`src/rtl/mult_share_arbiter.sv`:
```
// Two-requester front end for one shared signed multiplier: round-robin grant,
// single-entry registered response with back-pressure and same-cycle drain/refill.

module signed_multiplier #(
    parameter int N = 4
) (
    input  logic [N-1:0]   x,
    input  logic [N-1:0]   y,
    output logic [2*N-1:0] m
);
    logic [2*N-1:0] x_ext;
    logic [2*N-1:0] y_ext;

    // Sign-extending to 2N first keeps the low 2N bits of the product exact.
    assign x_ext = {{N{x[N-1]}}, x};
    assign y_ext = {{N{y[N-1]}}, y};
    assign m     = x_ext * y_ext;
endmodule

module mult_share_arbiter #(
    parameter int N = 4
) (
    input  logic           clk,
    input  logic           rst_n,
    input  logic           req0_valid,
    output logic           req0_ready,
    input  logic [N-1:0]   req0_x,
    input  logic [N-1:0]   req0_y,
    input  logic           req1_valid,
    output logic           req1_ready,
    input  logic [N-1:0]   req1_x,
    input  logic [N-1:0]   req1_y,
    output logic           rsp_valid,
    input  logic           rsp_ready,
    output logic [2*N-1:0] rsp_m,
    output logic           rsp_id
);
    // Handshake rule: a transfer happens on a rising edge where valid and ready
    // are both high; ready may depend on valid, valid must never depend on ready.

    typedef enum logic {
        EMPTY = 1'b0,
        FULL  = 1'b1
    } state_t;

    state_t         state_q, state_d;
    logic           prio_q, prio_d;
    logic [2*N-1:0] m_q, m_d;
    logic           id_q, id_d;

    logic           can_accept;
    logic           grant_valid;
    logic           grant_id;
    logic           accept;
    logic [N-1:0]   mul_x;
    logic [N-1:0]   mul_y;
    logic [2*N-1:0] mul_m;

    always_comb begin
        grant_valid = req0_valid | req1_valid;
        if (req0_valid && req1_valid) begin
            grant_id = prio_q;
        end else begin
            grant_id = req1_valid;
        end
    end

    assign can_accept = (state_q == EMPTY) || rsp_ready;
    assign accept     = can_accept && grant_valid;
    assign req0_ready = accept && !grant_id;
    assign req1_ready = accept && grant_id;

    // With no grant the mux falls back to requester 0; the result is discarded.
    assign mul_x = (grant_valid && grant_id) ? req1_x : req0_x;
    assign mul_y = (grant_valid && grant_id) ? req1_y : req0_y;

    signed_multiplier #(.N(N)) u_mul (
        .x (mul_x),
        .y (mul_y),
        .m (mul_m)
    );

    always_comb begin
        state_d = state_q;
        prio_d  = prio_q;
        m_d     = m_q;
        id_d    = id_q;
        if (accept) begin
            state_d = FULL;
            m_d     = mul_m;
            id_d    = grant_id;
            prio_d  = ~grant_id;
        end else if ((state_q == FULL) && rsp_ready) begin
            state_d = EMPTY;
        end
    end

    always_ff @(posedge clk or negedge rst_n) begin
        if (!rst_n) begin
            state_q <= EMPTY;
            prio_q  <= 1'b0;
            m_q     <= '0;
            id_q    <= 1'b0;
        end else begin
            state_q <= state_d;
            prio_q  <= prio_d;
            m_q     <= m_d;
            id_q    <= id_d;
        end
    end

    assign rsp_valid = (state_q == FULL);
    assign rsp_m     = m_q;
    assign rsp_id    = id_q;
endmodule

```
`config.mk`:
```
export PLATFORM = sky130hd
export DESIGN_NAME = mult_share_arbiter
export DESIGN_NICKNAME = d
export VERILOG_FILES = /design/src/rtl/mult_share_arbiter.sv
export SDC_FILE = /design/constraint.sdc
export NUM_CORES = 1
export LEC_CHECK = 0
export ABC_AREA = 1
export CAP_MARGIN = 5
export CORE_UTILIZATION = 45
export CTS_CLUSTER_DIAMETER = 150
export DETAILED_ROUTE_END_ITERATION = 10
export GPL_TIMING_DRIVEN = 0
export PLACE_DENSITY = 0.85
export RECOVER_POWER = 100
export SKIP_LAST_GASP = 1
export SYNTH_ARGS = -nofsm -noshare
export SYNTH_HDL_FRONTEND = slang
export SYNTH_HIERARCHICAL = 1
export SYNTH_SLANG_ARGS = --single-unit
```
`constraint.sdc`:
```
create_clock -name clk -period 10.5 [get_ports clk]
set_input_delay 2.1 -clock clk [delete_from_list [all_inputs] [get_ports clk]]
set_output_delay 2.1 -clock clk [all_outputs]
set_load 0.02 [all_outputs]
```
==> results of run 1 <==
==> per-stage QoR <==
step	power, mW	setup slack [ns]	util [%]
finish	0.236	3.90	63.0
global route	0.262	3.47	63.0
CTS	0.246	4.35	63.3
detailed placement	0.215	4.07	62.2
global placement	0.208	4.16	62.2
floorplan	0.163	4.85	-
==> logic make-up after synthesis <==
logic type / after synthesis
AO/OA/AOI/OAI: 4
XOR/XNOR: 2
adder cells (fa/ha/maj): 21
buffers and inverters: 33
flip-flops: 11
AND/OR/NAND/NOR: 98
==> final timing paths <==
path                       cells after the start   endpoint
max                                           22   rsp_m[7]
min in group asynchronous                      1  rsp_valid
min                                            2   rsp_m[2]
max reg2reg                                   20   rsp_m[7]
max in group asynchronous                      1   rsp_m[6]
min reg2reg                                    2   rsp_m[2]
==> registers in the layout, indices dropped and copies added, names as in the netlist <==
signal     cells
rsp_m          8
prio_q         1
rsp_valid      1
rsp_id         1
==> where the power goes <==
part	leakage, nW	internal [mW]	switching [mW]	total (mW)
combinational	0.794	0.0639	0.0816	0.146
sequential	0.134	0.0554	0.00674	0.0621
clock	0.0150	0.0147	0.0136	0.0283
==> worst register-to-register path, stage by stage (launching register included) <==
cell and delay, ns:
sky130_fd_sc_hd__dfrtp_1 0.41, sky130_fd_sc_hd__o21ai_0 0.69, sky130_fd_sc_hd__nand2_1 0.10, sky130_fd_sc_hd__nand2_1 0.10, sky130_fd_sc_hd__inv_1 0.09, sky130_fd_sc_hd__or2_2 0.30
sky130_fd_sc_hd__fa_1 0.56, sky130_fd_sc_hd__fa_1 0.44, sky130_fd_sc_hd__fa_1 0.52, sky130_fd_sc_hd__inv_1 0.04, sky130_fd_sc_hd__ha_1 0.22, sky130_fd_sc_hd__fa_1 0.41
sky130_fd_sc_hd__nand3_1 0.11, sky130_fd_sc_hd__nand3_1 0.07, sky130_fd_sc_hd__nand2_1 0.06, sky130_fd_sc_hd__nand2_1 0.06, sky130_fd_sc_hd__nand2_1 0.05, sky130_fd_sc_hd__inv_1 0.03
sky130_fd_sc_hd__nor2_1 0.08, sky130_fd_sc_hd__nand3_1 0.08, sky130_fd_sc_hd__nand2_1 0.09
==> area by class of cell <==
| cell class | count | area, µm² | share of cell area [%] |
|---|---|---|---|
| clock buffers | 4 | 26.3 | 1.68 |
| repair buffers | 32 | 320 | 20.5 |
| flip-flops and latches | 11 | 275 | 17.6 |
| multi-input cells | 125 | 777 | 49.8 |
| well taps | 30 | 37.5 | 2.41 |
| inverters | 32 | 120 | 7.70 |
| plain buffers | 1 | 3.75 | 0.241 |
==> cell usage after synthesis <==
| cell type | number | area [µm²] |
|---|---|---|
| sky130_fd_sc_hd__xor2_1 | 2 | 17.5 |
| sky130_fd_sc_hd__o21ai_0 | 1 | 5.00 |
| sky130_fd_sc_hd__fa_1 | 9 | 180 |
| sky130_fd_sc_hd__buf_4 | 1 | 7.51 |
| sky130_fd_sc_hd__nand2_1 | 71 | 267 |
| sky130_fd_sc_hd__nand2_4 | 1 | 11.3 |
| sky130_fd_sc_hd__or2_2 | 1 | 6.26 |
| sky130_fd_sc_hd__nand3_1 | 13 | 65.1 |
| sky130_fd_sc_hd__or2_1 | 1 | 6.26 |
| sky130_fd_sc_hd__nand2_2 | 2 | 12.5 |
| sky130_fd_sc_hd__nor2_1 | 8 | 30.0 |
| sky130_fd_sc_hd__inv_2 | 1 | 3.75 |
| sky130_fd_sc_hd__nor2_4 | 1 | 11.3 |
| sky130_fd_sc_hd__ha_1 | 12 | 150 |
| sky130_fd_sc_hd__a21oi_1 | 2 | 10.0 |
| sky130_fd_sc_hd__o21ai_2 | 1 | 8.76 |
| sky130_fd_sc_hd__inv_1 | 31 | 116 |
| sky130_fd_sc_hd__dfrtp_1 | 11 | 275 |
==> routing by layer <==
| layer | GRT usage [%] | part of all wire [%] |
|---|---|---|
| met5 | 0 | 0 |
| met4 | 14.9 | 3.4 |
| met3 | 0.862 | 2.7 |
| met2 | 34.0 | 49 |
| met1 | 22.3 | 45 |
==> flow_summary.html, run 1 <==
<table>
<tr><th>Metric</th><th>Value</th></tr>
<tr><th colspan="2">Timing</th></tr>
<tr><td>Fin Setup TNS</td><td>0 ns</td></tr>
<tr><td>Slew headroom</td><td>43.6%</td></tr>
<tr><td>Finish-stage setup viols</td><td>0</td></tr>
<tr><td>Transition time at the pin with the least slew margin</td><td>0.837 ns</td></tr>
<tr><td>Period utilisation layout</td><td>62.9%</td></tr>
<tr><td>Unrepaired setup endpoints after global routing</td><td>no</td></tr>
<tr><td>Max-slew violation count</td><td>0</td></tr>
<tr><td>Final hold violation count</td><td>0</td></tr>
<tr><td>Time the final worst path needs with I/O delays and setup</td><td>6.60 ns</td></tr>
<tr><td>Maximum frequency from static timing analysis</td><td>151 MHz</td></tr>
<tr><td>Fin Hold WS</td><td>0.470 ns</td></tr>
<tr><td>Worst clock skew</td><td>0.00412 ns</td></tr>
<tr><th colspan="2">Synth</th></tr>
<tr><td>Compound-Gate Fraction of Synth Area</td><td>2.01%</td></tr>
<tr><td>FF+latch count, synth</td><td>11</td></tr>
<tr><td>Netlist area before placement</td><td>1180 µm²</td></tr>
<tr><td>Largest family of logic cells by synthesized area</td><td>simple AND/OR/NAND/NOR gates</td></tr>
<tr><td>Area share of and/or/nand/nor cells after synthesis</td><td>34.6%</td></tr>
<tr><td>Avg Synthesized Cell Area</td><td>7.00 µm²</td></tr>
<tr><td>Xor-xnor portion of the synthesized cell area</td><td>1.48%</td></tr>
<tr><td>Sequential cell area fraction in the yosys report</td><td>23.3%</td></tr>
<tr><td>Total nets after synthesis</td><td>211</td></tr>
<tr><td>Adder-cell share of the synthesized area</td><td>27.9%</td></tr>
<tr><td>Mux cell area share after synthesis</td><td>0%</td></tr>
<tr><td>Synth Instances</td><td>169</td></tr>
<tr><td>Library cells used by synthesis</td><td>18</td></tr>
<tr><td>Warnings from Yosys</td><td>6</td></tr>
<tr><th colspan="2">Routing</th></tr>
<tr><td>Average wire per cell in the routed design</td><td>9.36 µm</td></tr>
<tr><td>Violation count after the first detailed-routing iteration</td><td>23</td></tr>
<tr><td># DRC</td><td>0</td></tr>
<tr><td>Average via count per standard cell</td><td>4.60</td></tr>
<tr><td>Via count of the routed design</td><td>1082</td></tr>
<tr><td>Remaining number of nets flagged by the antenna check after routing</td><td>0</td></tr>
<tr><td>Number of optimization iterations in the first detailed-route pass</td><td>4</td></tr>
<tr><td>Wire length reported by the detailed router</td><td>2200 µm</td></tr>
<tr><th colspan="2">Power and ir drop</th></tr>
<tr><td>Worst IR drop on VDD</td><td>0.114 mV</td></tr>
<tr><td>Pleak</td><td>0.943 nW</td></tr>
<tr><td>Total power density per cell area</td><td>151 nW/µm²</td></tr>
<tr><th colspan="2">Critical path</th></tr>
<tr><td>Category of cells accounting for the largest share of critical-path delay</td><td>adder cells</td></tr>
<tr><td>Setup Crit Path Kind</td><td>input pin to flop</td></tr>
<tr><td>Critical register-to-register path startpoint</td><td>prio_q</td></tr>
<tr><td>Worst path max stage delay</td><td>0.66 ns</td></tr>
<tr><td>Ordered cell list for the critical path</td><td>dlygate4sd3_1 &gt; inv_1 &gt; o21ai_0 &gt; nand2_1 &gt; nand2_1 &gt; inv_1 &gt; or2_2 &gt; fa_1 &gt; fa_1 &gt; fa_1 &gt; inv_1 &gt; ha_1 &gt; fa_1 &gt; nand3_1 &gt; nand3_1 &gt; nand2_1 &gt; nand2_1 &gt; nand2_1 &gt; inv_1 &gt; nor2_1 &gt; nand3_1 &gt; nand2_1</td></tr>
<tr><td>Timing startpoint of the critical path</td><td>req0_valid</td></tr>
<tr><td>Combined buffer and inverter count along the critical path</td><td>5</td></tr>
<tr><td>Worst endpoint data arrival time</td><td>6.81 ns</td></tr>
<tr><td>Endpoint kind of the worst setup timing path</td><td>flop</td></tr>
<tr><td>Cell with the largest stage delay on the worst path</td><td>sky130_fd_sc_hd__o21ai_0</td></tr>
<tr><td>Data required time at the worst endpoint</td><td>10.71 ns</td></tr>
<tr><td>Worst setup slack for register-to-register paths</td><td>5.92 ns</td></tr>
<tr><td>Sort of element at the start of the critical path</td><td>input pin</td></tr>
<tr><td>Maximum fanout count along the critical path</td><td>9</td></tr>
<tr><td>CP most frequent cell</td><td>sky130_fd_sc_hd__nand2_1</td></tr>
<tr><th colspan="2">Layout</th></tr>
<tr><td>Area added between synthesis and finish</td><td>31.8%</td></tr>
<tr><td>Post-route cell area</td><td>1560 µm²</td></tr>
<tr><td>Number of fillers in the final layout</td><td>228</td></tr>
<tr><td>Number of nets in the finished design</td><td>248</td></tr>
<tr><td>Antenna diodes</td><td>0</td></tr>
<tr><td>Leading cell types in the layout, fill and taps excluded</td><td>sky130_fd_sc_hd__nand2_1 (71), sky130_fd_sc_hd__inv_1 (31), sky130_fd_sc_hd__clkdlybuf4s50_1 (17), sky130_fd_sc_hd__dlygate4sd3_1 (15), sky130_fd_sc_hd__nand3_1 (13)</td></tr>
<tr><td>Share of cells above drive strength 1</td><td>4.39%</td></tr>
<tr><td>Most common cell after layout, fill and taps aside</td><td>sky130_fd_sc_hd__nand2_1</td></tr>
<tr><td>Number of non-filler instances in the completed layout</td><td>235</td></tr>
<tr><th colspan="2">Clocking</th></tr>
<tr><td>Setup bufs post-CTS</td><td>0</td></tr>
<tr><td>Master cell of the clock root buffer</td><td>sky130_fd_sc_hd__clkbuf_4</td></tr>
<tr><td>Number of levels the H-tree was split into</td><td>1</td></tr>
<tr><td>Clock Pin Slew Worst Setup and Hold Paths</td><td>0.06 ns</td></tr>
<tr><td>Clock tree buffer depth</td><td>2</td></tr>
<tr><td>Number of hold buffers added after cts</td><td>0</td></tr>
<tr><td>Number of clock sinks</td><td>11</td></tr>
<tr><td>Post-CTS resize count</td><td>0</td></tr>
<tr><td>Later-pin clock latency in the skew report</td><td>0.27 ns</td></tr>
<tr><td>Number of CTS-inserted buffers</td><td>3</td></tr>
<tr><td>TritonCTS clock tree</td><td>done</td></tr>
<tr><th colspan="2">Place</th></tr>
<tr><td>Post-Place Cells</td><td>231</td></tr>
<tr><td>IO buf count</td><td>32</td></tr>
<tr><td>Routability-driven placement congestion ratio</td><td>0.800</td></tr>
<tr><td>Total cell area at the placement stage</td><td>1540 µm²</td></tr>
<tr><td>HPWL after DPL</td><td>1900 µm</td></tr>
<tr><th colspan="2">Global route</th></tr>
<tr><td>Maximum number of pins on one net before global-route repair</td><td>12</td></tr>
<tr><td>Global-route usage over all layers</td><td>19.6%</td></tr>
<tr><td>Initial antenna violation count</td><td>0</td></tr>
<tr><td>Aggregate global routing overflow</td><td>0</td></tr>
<tr><td>Via count of the first global-routing pass</td><td>1019</td></tr>
<tr><td>First-pass GRT wire length</td><td>3960 µm</td></tr>
<tr><th colspan="2">Floorplanning</th></tr>
<tr><td>Die area</td><td>2840 µm²</td></tr>
<tr><td>Die Y</td><td>53.3 µm</td></tr>
<tr><td>Core region area</td><td>2480 µm²</td></tr>
<tr><td>Std cell rows</td><td>18</td></tr>
<tr><td>Starting density of the core</td><td>47.8%</td></tr>
<tr><td>Boundary Pins</td><td>33</td></tr>
<tr><td>Die width</td><td>53.3 µm</td></tr>
<tr><th colspan="2">Hold path</th></tr>
<tr><td>Launch point of the worst hold path</td><td>rsp_m[2]</td></tr>
<tr><td>Class of the worst hold path</td><td>flop to flop</td></tr>
<tr><th colspan="2">Outcome</th></tr>
<tr><td>Run status</td><td>finished clean</td></tr>
<tr><th colspan="2">Flow run</th></tr>
<tr><td>Max-cap viol count</td><td>0</td></tr>
</table>
Power figures use the tool's default switching activity.
==> run 2: changes to the inputs <==
- CORE_UTILIZATION: 45 -> 43
- clock period: 10.5 -> 5.7 ns (I/O delays scaled with it)
==> flow_summary.html, run 2 (same netlist as run 1, synthesis figures left out) <==
<table>
<tr><th>Metric</th><th>Value</th></tr>
<tr><th colspan="2">Outcome</th></tr>
<tr><td>Run status</td><td>finished clean</td></tr>
<tr><th colspan="2">Floorplanning</th></tr>
<tr><td>Core region area</td><td>2540 µm²</td></tr>
<tr><td>Die width</td><td>54.5 µm</td></tr>
<tr><td>Die Y</td><td>54.5 µm</td></tr>
<tr><td>Starting density of the core</td><td>46.5%</td></tr>
<tr><td>Std cell rows</td><td>18</td></tr>
<tr><td>Die area</td><td>2970 µm²</td></tr>
<tr><td>Boundary Pins</td><td>33</td></tr>
<tr><th colspan="2">Layout</th></tr>
<tr><td>Most common cell after layout, fill and taps aside</td><td>sky130_fd_sc_hd__nand2_1</td></tr>
<tr><td>Number of non-filler instances in the completed layout</td><td>235</td></tr>
<tr><td>Number of nets in the finished design</td><td>248</td></tr>
<tr><td>Leading cell types in the layout, fill and taps excluded</td><td>sky130_fd_sc_hd__nand2_1 (71), sky130_fd_sc_hd__inv_1 (31), sky130_fd_sc_hd__clkdlybuf4s50_1 (18), sky130_fd_sc_hd__dlygate4sd3_1 (14), sky130_fd_sc_hd__nand3_1 (13)</td></tr>
<tr><td>Post-Route Utilization</td><td>61.5%</td></tr>
<tr><td>Share of cells above drive strength 1</td><td>4.88%</td></tr>
<tr><td>Area added between synthesis and finish</td><td>32.1%</td></tr>
<tr><td>Multi-input logic area</td><td>781 µm²</td></tr>
<tr><td>FF+latch area</td><td>275 µm²</td></tr>
<tr><td>Max FFs per register</td><td>8</td></tr>
<tr><td>Number of fillers in the final layout</td><td>255</td></tr>
<tr><td>Antenna diodes</td><td>0</td></tr>
<tr><th colspan="2">Routing</th></tr>
<tr><td>Average wire per cell in the routed design</td><td>8.80 µm</td></tr>
<tr><td>Via count of the routed design</td><td>1091</td></tr>
<tr><td>Remaining number of nets flagged by the antenna check after routing</td><td>0</td></tr>
<tr><td>Number of optimization iterations in the first detailed-route pass</td><td>4</td></tr>
<tr><td>Wire length reported by the detailed router</td><td>2070 µm</td></tr>
<tr><td># DRC</td><td>0</td></tr>
<tr><td>Average via count per standard cell</td><td>4.64</td></tr>
<tr><td>Violation count after the first detailed-routing iteration</td><td>13</td></tr>
<tr><th colspan="2">Global route</th></tr>
<tr><td>Initial antenna violation count</td><td>0</td></tr>
<tr><td>Via count of the first global-routing pass</td><td>1065</td></tr>
<tr><td>First-pass GRT wire length</td><td>3960 µm</td></tr>
<tr><td>Maximum number of pins on one net before global-route repair</td><td>12</td></tr>
<tr><td>Aggregate global routing overflow</td><td>0</td></tr>
<tr><td>Global-route usage over all layers</td><td>18.4%</td></tr>
<tr><th colspan="2">Timing</th></tr>
<tr><td>Final hold violation count</td><td>0</td></tr>
<tr><td>Unrepaired setup endpoints after global routing</td><td>no</td></tr>
<tr><td>Max-slew violation count</td><td>0</td></tr>
<tr><td>Transition time at the pin with the least slew margin</td><td>0.458 ns</td></tr>
<tr><td>Worst clock skew</td><td>0.000406 ns</td></tr>
<tr><td>Period utilisation layout</td><td>90.8%</td></tr>
<tr><td>Slew headroom</td><td>69.3%</td></tr>
<tr><td>Fin Hold WS</td><td>0.462 ns</td></tr>
<tr><td>Maximum frequency from static timing analysis</td><td>193 MHz</td></tr>
<tr><td>Time the final worst path needs with I/O delays and setup</td><td>5.18 ns</td></tr>
<tr><td>Worst Setup Slack, final</td><td>0.523 ns</td></tr>
<tr><td>Finish-stage setup viols</td><td>0</td></tr>
<tr><td>Fin Setup TNS</td><td>0 ns</td></tr>
<tr><th colspan="2">Clocking</th></tr>
<tr><td>Number of CTS-inserted buffers</td><td>3</td></tr>
<tr><td>Number of levels the H-tree was split into</td><td>1</td></tr>
<tr><td>Clock tree buffer depth</td><td>2</td></tr>
<tr><td>TritonCTS clock tree</td><td>done</td></tr>
<tr><td>Clock Pin Slew Worst Setup and Hold Paths</td><td>0.06 ns</td></tr>
<tr><td>Number of hold buffers added after cts</td><td>0</td></tr>
<tr><td>Master cell of the clock root buffer</td><td>sky130_fd_sc_hd__clkbuf_4</td></tr>
<tr><td>Number of clock sinks</td><td>11</td></tr>
<tr><td>Setup bufs post-CTS</td><td>0</td></tr>
<tr><td>Later-pin clock latency in the skew report</td><td>0.26 ns</td></tr>
<tr><td>Post-CTS resize count</td><td>0</td></tr>
<tr><th colspan="2">Place</th></tr>
<tr><td>Post-placement worst setup slack</td><td>0.243 ns</td></tr>
<tr><td>Routability-driven placement congestion ratio</td><td>0.774</td></tr>
<tr><td>IO buf count</td><td>32</td></tr>
<tr><td>Post-Place Cells</td><td>231</td></tr>
<tr><td>HPWL after DPL</td><td>1820 µm</td></tr>
<tr><th colspan="2">Critical path</th></tr>
<tr><td>Worst endpoint data arrival time</td><td>5.38 ns</td></tr>
<tr><td>Cell with the largest stage delay on the worst path</td><td>sky130_fd_sc_hd__fa_1</td></tr>
<tr><td>Worst path max stage delay</td><td>0.56 ns</td></tr>
<tr><td>Data required time at the worst endpoint</td><td>5.91 ns</td></tr>
<tr><td>Maximum fanout count along the critical path</td><td>9</td></tr>
<tr><td>Sort of element at the start of the critical path</td><td>input pin</td></tr>
<tr><td>Ordered cell list for the critical path</td><td>clkdlybuf4s50_1 &gt; inv_1 &gt; o21ai_2 &gt; nand2_1 &gt; nand2_1 &gt; inv_1 &gt; or2_2 &gt; fa_1 &gt; fa_1 &gt; fa_1 &gt; inv_1 &gt; ha_1 &gt; fa_1 &gt; nand3_1 &gt; nand3_1 &gt; nand2_1 &gt; nand2_1 &gt; nand2_1 &gt; inv_1 &gt; nor2_1 &gt; nand3_1 &gt; nand2_1</td></tr>
<tr><td>CP most frequent cell</td><td>sky130_fd_sc_hd__nand2_1</td></tr>
<tr><td>Setup Crit Path Kind</td><td>input pin to flop</td></tr>
<tr><td>Endpoint kind of the worst setup timing path</td><td>flop</td></tr>
<tr><th colspan="2">Power and ir drop</th></tr>
<tr><td>Worst IR drop on VDD</td><td>0.220 mV</td></tr>
<tr><td>Pleak</td><td>0.944 nW</td></tr>
<tr><td>Total power density per cell area</td><td>277 nW/µm²</td></tr>
<tr><th colspan="2">Flow run</th></tr>
<tr><td>Max-cap viol count</td><td>0</td></tr>
<tr><th colspan="2">Hold path</th></tr>
<tr><td>Class of the worst hold path</td><td>flop to flop</td></tr>
</table>
run 2: cell count changes in the layout (fill, tap and decap cells not counted), sizes merged:
cell | previous run | this run
dlygate4sd3 | 15 | 14
clkdlybuf4s50 | 17 | 18
run 2: cell type report:
class / count / share of cell area, %
sequential: 11 / 17.6
inverter: 32 / 7.68
tap: 30 / 2.40
timing repair buffer: 32 / 20.5
buffer: 1 / 0.240
clock buffer: 4 / 1.68
multi-input combinational: 125 / 49.9
run 2: power breakdown:
group	total [mW]	internal (mW)	switching [mW]
registers	0.113	0.102	0.0107
clock network	0.0507	0.0271	0.0236
logic	0.270	0.119	0.151
run 2: path summary, 6_finish.rpt:
path | from | to | slack, ns | cells after the start
setup / recovery | req0_valid | rsp_m[7] | 0.52 | 22
hold / removal | rsp_m[0] | rsp_m[0] | 0.46 | 2
setup reg to reg | prio_q | rsp_m[7] | 1.53 | 20
hold reg to reg | rsp_m[0] | rsp_m[0] | 0.46 | 2
max in group asynchronous | rst_n | rsp_m[6] | 4.13 | 1
min in group asynchronous | rst_n | rsp_id | 1.26 | 1
run 2: per-layer routing:
metal	vias up	routed length (µm)	GRT usage (%)
met4	0	23	8.97
met5	-	0	0
met2	27	1030	34.3
met1	478	974	20.4
met3	3	40	1.67
li1	583	-	-
run 2: metrics by stage:
stage / area (µm²) / total power, mW
floorplan: 1180 / 0.300
global placement: 1540 / 0.384
detailed placement: 1540 / 0.395
CTS: 1570 / 0.450
global route: 1560 / 0.485
finish: 1560 / 0.433
run 2: worst max-delay path, delay by kind of cell:
kind / cells / cell delay (ns)
adders and majority gates: 5 / 2.13
and+or+nand+nor: 11 / 1.09
buffers and inverters: 5 / 0.72
AOI/OAI and AO/OA: 1 / 0.30
